==> src/rtl/scurve_scan_controller.sv <==
// S-curve threshold scan sequencer: steps the DAC threshold, clears and runs a
// single-input S-curve counter per step, and streams a 3-word record
// (header/DAC code, pulse count, trigger count) per step to the readout FIFO.
module scurve_scan_controller #(
    parameter int unsigned DAC_WIDTH      = 10,
    parameter int unsigned CLR_CYCLES     = 4,
    parameter int unsigned SETTLE_WIDTH   = 16,
    parameter logic [31:0] TIMEOUT_CYCLES = 32'd50_000_000
) (
    input  logic                    Clk,
    input  logic                    reset_n,
    input  logic                    Scan_Start,
    input  logic                    Scan_Abort,
    input  logic [DAC_WIDTH-1:0]    DAC_Start,
    input  logic [DAC_WIDTH-1:0]    DAC_Stop,
    input  logic [DAC_WIDTH-1:0]    DAC_Step,
    input  logic [SETTLE_WIDTH-1:0] Settle_Time,
    output logic [DAC_WIDTH-1:0]    DAC_Code,
    output logic                    DAC_Load,
    input  logic                    DAC_Load_Done,
    output logic                    Cnt_Rst_n,
    output logic                    Test_Start,
    input  logic                    CPT_DONE,
    input  logic [15:0]             CPT_PULSE,
    input  logic [15:0]             CPT_TRIGGER,
    output logic [15:0]             Data_Out,
    output logic                    Data_Valid,
    input  logic                    Data_Ready,
    output logic                    Scan_Busy,
    output logic                    Scan_Done,
    output logic                    Timeout_Err
);

    typedef enum logic [3:0] {
        S_IDLE, S_LOAD, S_WAIT_DAC, S_CLEAR, S_SETTLE, S_COUNT,
        S_WR_CODE, S_WR_PULSE, S_WR_TRIG, S_NEXT, S_DONE
    } state_t;

    state_t               state, state_next;
    logic [31:0]          cyc_cnt;
    logic                 done_meta, done_sync;
    logic [DAC_WIDTH-1:0] stop_q, step_q;
    logic [15:0]          pulse_q, trig_q;
    logic                 step_timeout;
    logic [DAC_WIDTH:0]   next_code;
    logic [9:0]           hdr_code;
    logic                 scan_go, clear_last, settle_last, watchdog_hit;

    // Two-stage synchroniser for the counter's done flag (foreign clock domain).
    // NOTE: sequential state uses non-blocking assignments so every flop samples
    // pre-edge values; blocking here would collapse the two stages into one.
    always_ff @(posedge Clk or negedge reset_n) begin
        if (!reset_n) begin
            done_meta <= 1'b0;
            done_sync <= 1'b0;
        end else begin
            done_meta <= CPT_DONE;
            done_sync <= done_meta;
        end
    end

    // State register.
    always_ff @(posedge Clk or negedge reset_n) begin
        if (!reset_n) state <= S_IDLE;
        else          state <= state_next;
    end

    // Next-state logic and state-decoded outputs; abort overrides everything.
    // NOTE: every output gets a default before the case so no path leaves a
    // signal unassigned, which would otherwise infer a latch.
    always_comb begin
        state_next   = state;
        DAC_Load     = 1'b0;
        Cnt_Rst_n    = 1'b1;
        Test_Start   = 1'b0;
        Data_Valid   = 1'b0;
        Data_Out     = 16'd0;
        Scan_Busy    = (state != S_IDLE);
        Scan_Done    = 1'b0;
        next_code    = {1'b0, DAC_Code} + {1'b0, step_q};
        hdr_code     = 10'(DAC_Code);
        scan_go      = (state == S_IDLE) && Scan_Start && !Scan_Abort;
        clear_last   = (cyc_cnt == 32'(CLR_CYCLES - 1));
        settle_last  = (cyc_cnt == 32'(Settle_Time) - 32'd1);
        watchdog_hit = (cyc_cnt == TIMEOUT_CYCLES - 32'd1);

        case (state)
            S_IDLE:     if (scan_go) state_next = S_LOAD;
            S_LOAD: begin
                DAC_Load   = 1'b1;
                state_next = S_WAIT_DAC;
            end
            S_WAIT_DAC: if (DAC_Load_Done) state_next = S_CLEAR;
            S_CLEAR: begin
                Cnt_Rst_n = 1'b0;
                if (clear_last)
                    state_next = (Settle_Time == '0) ? S_COUNT : S_SETTLE;
            end
            S_SETTLE:   if (settle_last) state_next = S_COUNT;
            S_COUNT: begin
                Test_Start = 1'b1;
                if (done_sync || watchdog_hit) state_next = S_WR_CODE;
            end
            S_WR_CODE: begin
                Data_Valid = 1'b1;
                Data_Out   = {step_timeout, 5'b0, hdr_code};
                if (Data_Ready) state_next = S_WR_PULSE;
            end
            S_WR_PULSE: begin
                Data_Valid = 1'b1;
                Data_Out   = pulse_q;
                if (Data_Ready) state_next = S_WR_TRIG;
            end
            S_WR_TRIG: begin
                Data_Valid = 1'b1;
                Data_Out   = trig_q;
                if (Data_Ready) state_next = S_NEXT;
            end
            S_NEXT: begin
                // The carry bit catches wrap past the top of the DAC range.
                if (next_code[DAC_WIDTH] || (next_code > {1'b0, stop_q}))
                    state_next = S_DONE;
                else
                    state_next = S_LOAD;
            end
            S_DONE: begin
                Scan_Done  = 1'b1;
                state_next = S_IDLE;
            end
            default:    state_next = S_IDLE;
        endcase

        if (Scan_Abort) state_next = S_IDLE;
    end

    // Shared per-state cycle counter for clear, settle and the COUNT watchdog.
    always_ff @(posedge Clk or negedge reset_n) begin
        if (!reset_n)
            cyc_cnt <= '0;
        else if (state_next != state)
            cyc_cnt <= '0;
        else if (state == S_CLEAR || state == S_SETTLE || state == S_COUNT)
            cyc_cnt <= cyc_cnt + 32'd1;
    end

    // Scan configuration, current code, captured counts and timeout flags.
    always_ff @(posedge Clk or negedge reset_n) begin
        if (!reset_n) begin
            DAC_Code     <= '0;
            stop_q       <= '0;
            step_q       <= '0;
            pulse_q      <= '0;
            trig_q       <= '0;
            step_timeout <= 1'b0;
            Timeout_Err  <= 1'b0;
        end else begin
            if (scan_go) begin
                DAC_Code    <= DAC_Start;
                stop_q      <= DAC_Stop;
                step_q      <= (DAC_Step == '0) ? {{(DAC_WIDTH-1){1'b0}}, 1'b1} : DAC_Step;
                Timeout_Err <= 1'b0;
            end
            if (state == S_NEXT && state_next == S_LOAD)
                DAC_Code <= next_code[DAC_WIDTH-1:0];
            if (state_next == S_LOAD)
                step_timeout <= 1'b0;
            if (state == S_COUNT && state_next == S_WR_CODE) begin
                pulse_q <= CPT_PULSE;
                trig_q  <= CPT_TRIGGER;
                if (!done_sync) begin
                    step_timeout <= 1'b1;
                    Timeout_Err  <= 1'b1;
                end
            end
        end
    end

endmodule

==> config.mk <==
export PLATFORM = sky130hd
export DESIGN_NAME = scurve_scan_controller
export DESIGN_NICKNAME = d
export VERILOG_FILES = /design/src/rtl/scurve_scan_controller.sv
export SDC_FILE = /design/constraint.sdc
export NUM_CORES = 1
export LEC_CHECK = 0
export ABC_AREA = 1
export CAP_MARGIN = 10
export CORE_AREA = 10 10 134 136
export CTS_CLUSTER_DIAMETER = 80
export DETAILED_ROUTE_END_ITERATION = 8
export DIE_AREA = 0 0 144 146
export GPL_TIMING_DRIVEN = 0
export HOLD_SLACK_MARGIN = 0.12
export MAX_ROUTING_LAYER = met4
export PLACE_DENSITY = 0.84
export RECOVER_POWER = 25
export REMOVE_ABC_BUFFERS = 1
export SLEW_MARGIN = 10
export SYNTH_ARGS = -nofsm -noshare
export SYNTH_HDL_FRONTEND = slang
export SYNTH_SLANG_ARGS = --single-unit
==> constraint.sdc <==
create_clock -name Clk -period 3.4 [get_ports Clk]
set_clock_uncertainty 0.1 [all_clocks]
set_input_delay 0.68 -clock Clk [delete_from_list [all_inputs] [get_ports Clk]]
set_output_delay 0.68 -clock Clk [all_outputs]
set_load 0.02 [all_outputs]
== Word-level counts from Yosys, hierarchy flattened ==
Cells that the tools add are included.
Word-level totals
  bits in latches: 0
  bits in read-only memories: 0
  input bits: 85
  flip-flop bits (word level): 102
  logic and storage cells: 76
  memories kept: 0
  bits in writable memories: 0
  output and inout port bits: 33
Operators by class
  shift-type cells: 0
  multiplexer cells: 29
  bitwise operators: 0
  add/subtract/negate cells: 3
  magnitude comparators: 1
  multiply operators: 0
  div/mod/pow operators: 0
  eq/ne operators: 16
  reduce and logical (&&, ||, !) cells: 16
Operators by type and width (count)
  two-way mux 32 bit: 2
  case mux 16 bit (3 select lines): 1
  two-way mux 4 bit: 10
  case mux 4 bit (10 select lines): 1
  adder 32 x 1 -> 32 bit (second input constant): 1
  equality test 32 x 2 -> 1 bit (second input constant): 1
  equality test 32 x 26 -> 1 bit (second input constant): 1
  equality test 32 bit: 1
  two-way mux 10 bit: 3
  equality test 4 x 3 -> 1 bit (second input constant): 5
  subtractor 16 x 1 -> 17 bit (second input constant): 1
  logical NOT 16 bit: 1
  equality test 4 bit (second input constant): 3
  two-way mux 1 bit: 12
  adder 10 x 10 -> 11 bit: 1
  greater-than comparator 11 x 10 -> 1 bit: 1
  logical NOT 10 bit: 1
  equality test 4 x 1 -> 1 bit (second input constant): 2
  equality test 4 x 2 -> 1 bit (second input constant): 2
  logical AND 1 bit: 4
  logical NOT 4 bit: 1
  logical OR 1 bit: 4
  inequality test 4 bit: 1
  nonzero test 2 bit: 2
  3 further kinds: 3

== Depth between registers and ports, before layout ==
  depth after elaboration: 10
  gate-level depth with buffers: 25
  gate-level depth less buffers: 24

== Worst setup path after synthesis ==
Ideal clock, no wire load.
  path kind: reg2reg
  start: reg DAC_Code[0]
  end: reg pulse_q[0]
  arrival time: 3.267 ns
  period minus slack after synthesis: 3.492 ns
  library setup time: 0.125 ns
  required time: 3.175 ns
  cell stages (with the launch flop): 20
  path slack: -0.092 ns
  path buffers: 1
  cell sequence: dfrtp_1 -> ha_1 -> fa_1 -> inv_1 -> nor2_1 -> nor2_1 -> nor2_1 -> nor2_1 -> xor2_1 -> ha_1 -> a21o_1 -> a21oi_1 -> nand2_1 -> nand2_1 -> nand2_1 -> nand2_1 -> nand2_2 -> nand3_4 -> buf_2 -> mux2_2
On the way
  longest elaborated chain between the ends: 8
RTL lines
  from (decl): RTL line 18  | output logic [DAC_WIDTH-1:0] DAC_Code,
  from (signal assigned): RTL line 158  | DAC_Code <= DAC_Start;
  from (signal assigned): RTL line 164  | DAC_Code <= next_code[DAC_WIDTH-1:0];
  adder 10 x 10 -> 11 bit *: RTL line 80  | next_code = {1'b0, DAC_Code} + {1'b0, step_q};
  greater-than comparator 11 x 10 -> 1 bit: RTL line 121  | if (next_code[DAC_WIDTH] || (next_code > {1'b0, stop_q}))
  logical OR 1 bit *: RTL line 121
  two-way mux 4 bit *: RTL line 121
  case mux 4 bit (10 select lines) *: RTL line 87  | case (state)
  two-way mux 4 bit *: RTL line 133  | if (Scan_Abort) state_next = S_IDLE;
  equality test 4 x 3 -> 1 bit *: RTL line 167  | if (state == S_COUNT && state_next == S_WR_CODE) begin
  logical AND 1 bit *: RTL line 167
  to (signal assigned): RTL line 152  | pulse_q <= '0;
  to (signal assigned): RTL line 168  | pulse_q <= CPT_PULSE;
  to (decl): RTL line 43  | logic [15:0] pulse_q, trig_q;
Every way passes the cells marked *; elsewhere a longest branch is shown, timed or not.
A chain may end at the register's enable or synchronous reset.

== Worst setup path in the final report ==
  start: reg DAC_Code[0]
  end: reg DAC_Code[7]
On the way
  longest elaborated chain between the ends: 9
  elaborated cells between the ends (all ways): 10
  classes of those cells: add/sub: 1; order compare: 1; eq/ne: 1; mux: 4; reduce/logical: 3
RTL lines
  adder 10 x 10 -> 11 bit *: RTL line 80
  greater-than comparator 11 x 10 -> 1 bit: RTL line 121
  logical OR 1 bit: RTL line 121
  two-way mux 4 bit: RTL line 121
  case mux 4 bit (10 select lines): RTL line 87
  two-way mux 4 bit: RTL line 133
  equality test 4 x 1 -> 1 bit: RTL line 163  | if (state == S_NEXT && state_next == S_LOAD)
  logical AND 1 bit: RTL line 163
  two-way mux 10 bit or nonzero test 2 bit (tied branches)
Marks and branches as above.

==> impl_metrics.yaml <==
outcome:
  outcome: "finished with violations"
  violations: "max-capacitance violations, max-slew violations, negative setup slack"
synth:
  synth_sequential_area_ratio_pct: 36.73
  synth_top_area_share_pct: 36.73
  yosys_warnings: 0
  postSynthAreaPerCell_um2: 7.385
  synth_top_cell_by_area: "dfrtp_1"
  synth_area_mm2: 0.006949
  synth.area.top_cells: "dfrtp_1 37%, nand2_1 16%, inv_1 5.9%"
  ys_ff_latch: 102
  synthCells: 941
  synth_cell_type_count: 44
min_path:
  min_path_cells: 0
  min_to: "done_sync"
  min_path_type: "flop to flop"
  worstHoldStart: "done_meta"
power_and_ir_drop:
  p_int_mw: 2.733
  power.total_mw: 4.510
  power.static_leakage_nw: 4.551
  pwr-share-seq_pct: 31.7
  power_density_mw_per_mm2: 476.3
  pwr-share-clk_pct: 22.9
  swShare_pct: 39.39
  switchingPower_mw: 1.776
  pwr-share-comb_pct: 45.4
  peakVddDrop_mv: 0.4007
run:
  drv_cap: 1
clock_tree:
  cts.sinks: 102
  cts_buffers: 9
  cts-htree-levels: 3
  clockRootBuffer: "clkbuf_16"
  cts_tree: "done"
  insertion_delay_ns: 0.36
  cts.hold.buffers_added: 0
  path_clk_slew_ns: 0.07
  clk_path_buf_depth: 2
global_route:
  grt_max_degree: 55
  grt-ovfl-total: 0
  grt_usage_pct: 21.51
  grt_pass1_wl_mm: 35.60
  antenna_found_initial: 0
  grt_pass1_vias: 6947
worst_setup_path:
  rr_endpoint: "DAC_Code[7]"
  critPathMaxStageDelay_ns: 0.43
  critPathLaunchType: "flop"
  arrival_ns: 4.00
  cp_max_fo: 5
  cp-end-kind: "flop"
  r2r_cells: 22
  worstPathRequired_ns: 3.59
  path_class: "flop to flop"
  path_cells: "ha_4, fa_2, inv_2, nor2_2, nor2_2, nor2_2, nor2_2, xor2_1, ha_1, a21o_1, a21oi_2, nand2_1, nand2_1, nand2_2, nand2_4, nand2_4, nand2_4, nand2_4, nor2_4, clkbuf_16, nand4_1, nand3_2"
  r2r-start: "DAC_Code[0]"
  reg2reg_slack_ns: -0.41
  crit_slowest_cell: "dfrtp_2"
route:
  ant_nets: 0
  vias_per_cell: 5.649
  wl_mm: 23.82
  drtIter0Drc: 800
  route.detailed.drc: 0
  vias: 7264
  wl_per_cell_um: 18.52
  dr.pass1.iters: 6
die:
  die_x_um: 144
  io_pins: 118
  core_area_mm2: 0.01548
  fp-row-count: 46
  start_util_pct: 44.88
  die_h_um: 146
  die_area_mm2: 0.02102
placement:
  dpl_cell_area_mm2: 0.008267
  io_buffers: 117
  hpwl_mm: 14.39
  place_ws_ns: -1.159
  gp_congestion: 0.9348
final_layout:
  final_cell_mix: "267 x nand2_1, 115 x clkdlybuf4s50_1, 109 x inv_1"
  area_delta_synth_final_pct: 36.26
  layout-drive-gt1-share_pct: 19.84
  insertedDiodeCount: 0
  nNetsFinal: 1197
  layout_commonest_cell: "nand2_1"
  fillers: 1224
  final_area_mm2: 0.009469
  final_util_pct: 61.16
timing:
  fin_crit_sh_pct: 112.1
  finalHoldViolCount: 0
  timing.final.ws_setup_ns: -0.4103
  hold_slack_ns: 0.2656
  worst_slew_pin_slew_ns: 2.687
  max_freq_ghz: 0.2624
  period_minus_slack_ns: 3.810
  setup_viol: 76
  relSlewSlack_pct: -79.12
  drv_slew: 49
  rsz0062_at_grt: "true"
synth_stat cells, drive strengths merged:
| cell type | count |
|---|---|
| a21oi | 13 |
| mux2 | 32 |
| nor3 | 12 |
| or2 | 1 |
| nor4 | 5 |
| a32o | 5 |
| nand4 | 25 |
| nand2 | 296 |
| a31oi | 2 |
| dfrtp | 102 |
| fa | 1 |
| a21boi | 1 |
| o21bai | 1 |
| xor2 | 33 |
| buf | 14 |
| a21o | 1 |
| inv | 115 |
| o22ai | 2 |
| xnor2 | 7 |
| nand3b | 5 |
| nor2 | 135 |
| and3 | 1 |
| nand3 | 79 |
| ha | 22 |
| and2 | 4 |
| o21ai | 20 |
| clkbuf | 7 |
power by group through the flow:
stage	Combinational (mW)	Sequential, mW	Clock, mW
final	2.05	1.43	1.03
after global routing	2.19	1.44	1.09
after CTS	1.64	1.42	1.03
after detailed placement	1.26	1.42	0
after global placement	1.22	1.42	0
after floorplan	0.795	1.43	0
logic make-up after synthesis:
logic type	synth area share (%)
AOI/OAI and AO/OA	3.889
adders and majority gates	4.249
DFF	36.73
xor gates and xnor gates	5.041
buffers and inverters	7.958
muxes	5.185
and+or+nand+nor	36.95
worst max-delay path by stage:
stage / slack, ns / start / to / depth (start not counted)
finish: -0.41 / DAC_Code[0] / DAC_Code[7] / 22
global route: -0.55 / DAC_Code[0] / DAC_Code[2] / 24
CTS: -0.07 / step_q[0] / DAC_Code[5] / 22
detailed placement: -1.16 / DAC_Code[0] / DAC_Code[1] / 22
global placement: -2.24 / reset_n / cyc_cnt[3] / 1
floorplan: -0.40 / DAC_Code[0] / step_timeout / 22
state kept, by name, summed over array words and instances, names as in the netlist:
| register | flops |
|---|---|
| DAC_Code | 10 |
| Timeout_Err | 1 |
| cyc_cnt | 32 |
| done_meta | 1 |
| done_sync | 1 |
| pulse_q | 16 |
| state | 4 |
| step_q | 10 |
| step_timeout | 1 |
| stop_q | 10 |
| trig_q | 16 |
layer usage:
metal  global-route usage [%]  routed length, um  vias up
li1                         -                  -     3306
met1                    25.83               9251     3409
met2                    34.19              11230      432
met3                    5.189               2231      117
met4                    7.967               1103        0
met5                        -                  0        -
cell type report:
type                    instances  area [um^2]  area share (%)
clock buffers                   9        225.2           2.378
multi-input cells             711         4419           46.67
inverters                     115        431.7           4.559
well taps                     192        240.2           2.537
clock inverters                 7        63.81          0.6739
repair buffers                150         1529           16.15
flip-flops and latches        102         2560           27.03
per-stage QoR:
| step | cells | TNS [ns] |
|---|---|---|
| 6_report | 1286 | -21.16 |
| 5_1_grt | 1286 | -32.71 |
| 4_1_cts | 1272 | -0.7992 |
| 3_5_place_dp | 1230 | -55.37 |
| 3_3_place_gp | 1229 | -280.80 |
| 2_1_floorplan | 920 | -17.49 |
critical path, delay by kind of cell, from the launching register on:
family | cells | cell delay, ns
AO/OA/AOI/OAI | 2 | 0.33
XOR/XNOR | 1 | 0.22
adder cells (fa/ha/maj) | 3 | 0.85
buffers and inverters | 2 | 0.29
flip-flops | 1 | 0.43
AND/OR/NAND/NOR | 14 | 1.52
what timing repair did:
| item | 4_1_cts | 5_1_grt |
|---|---|---|
| pin swaps | 13 | 30 |
| gates cloned | 6 | 3 |
| buffers inserted | 20 | 11 |
| resized for setup | 62 | 50 |
| hold endpoints to repair | 0 | 0 |
| setup endpoints to repair | 77 | 83 |
Power figures use the tool's default switching activity.
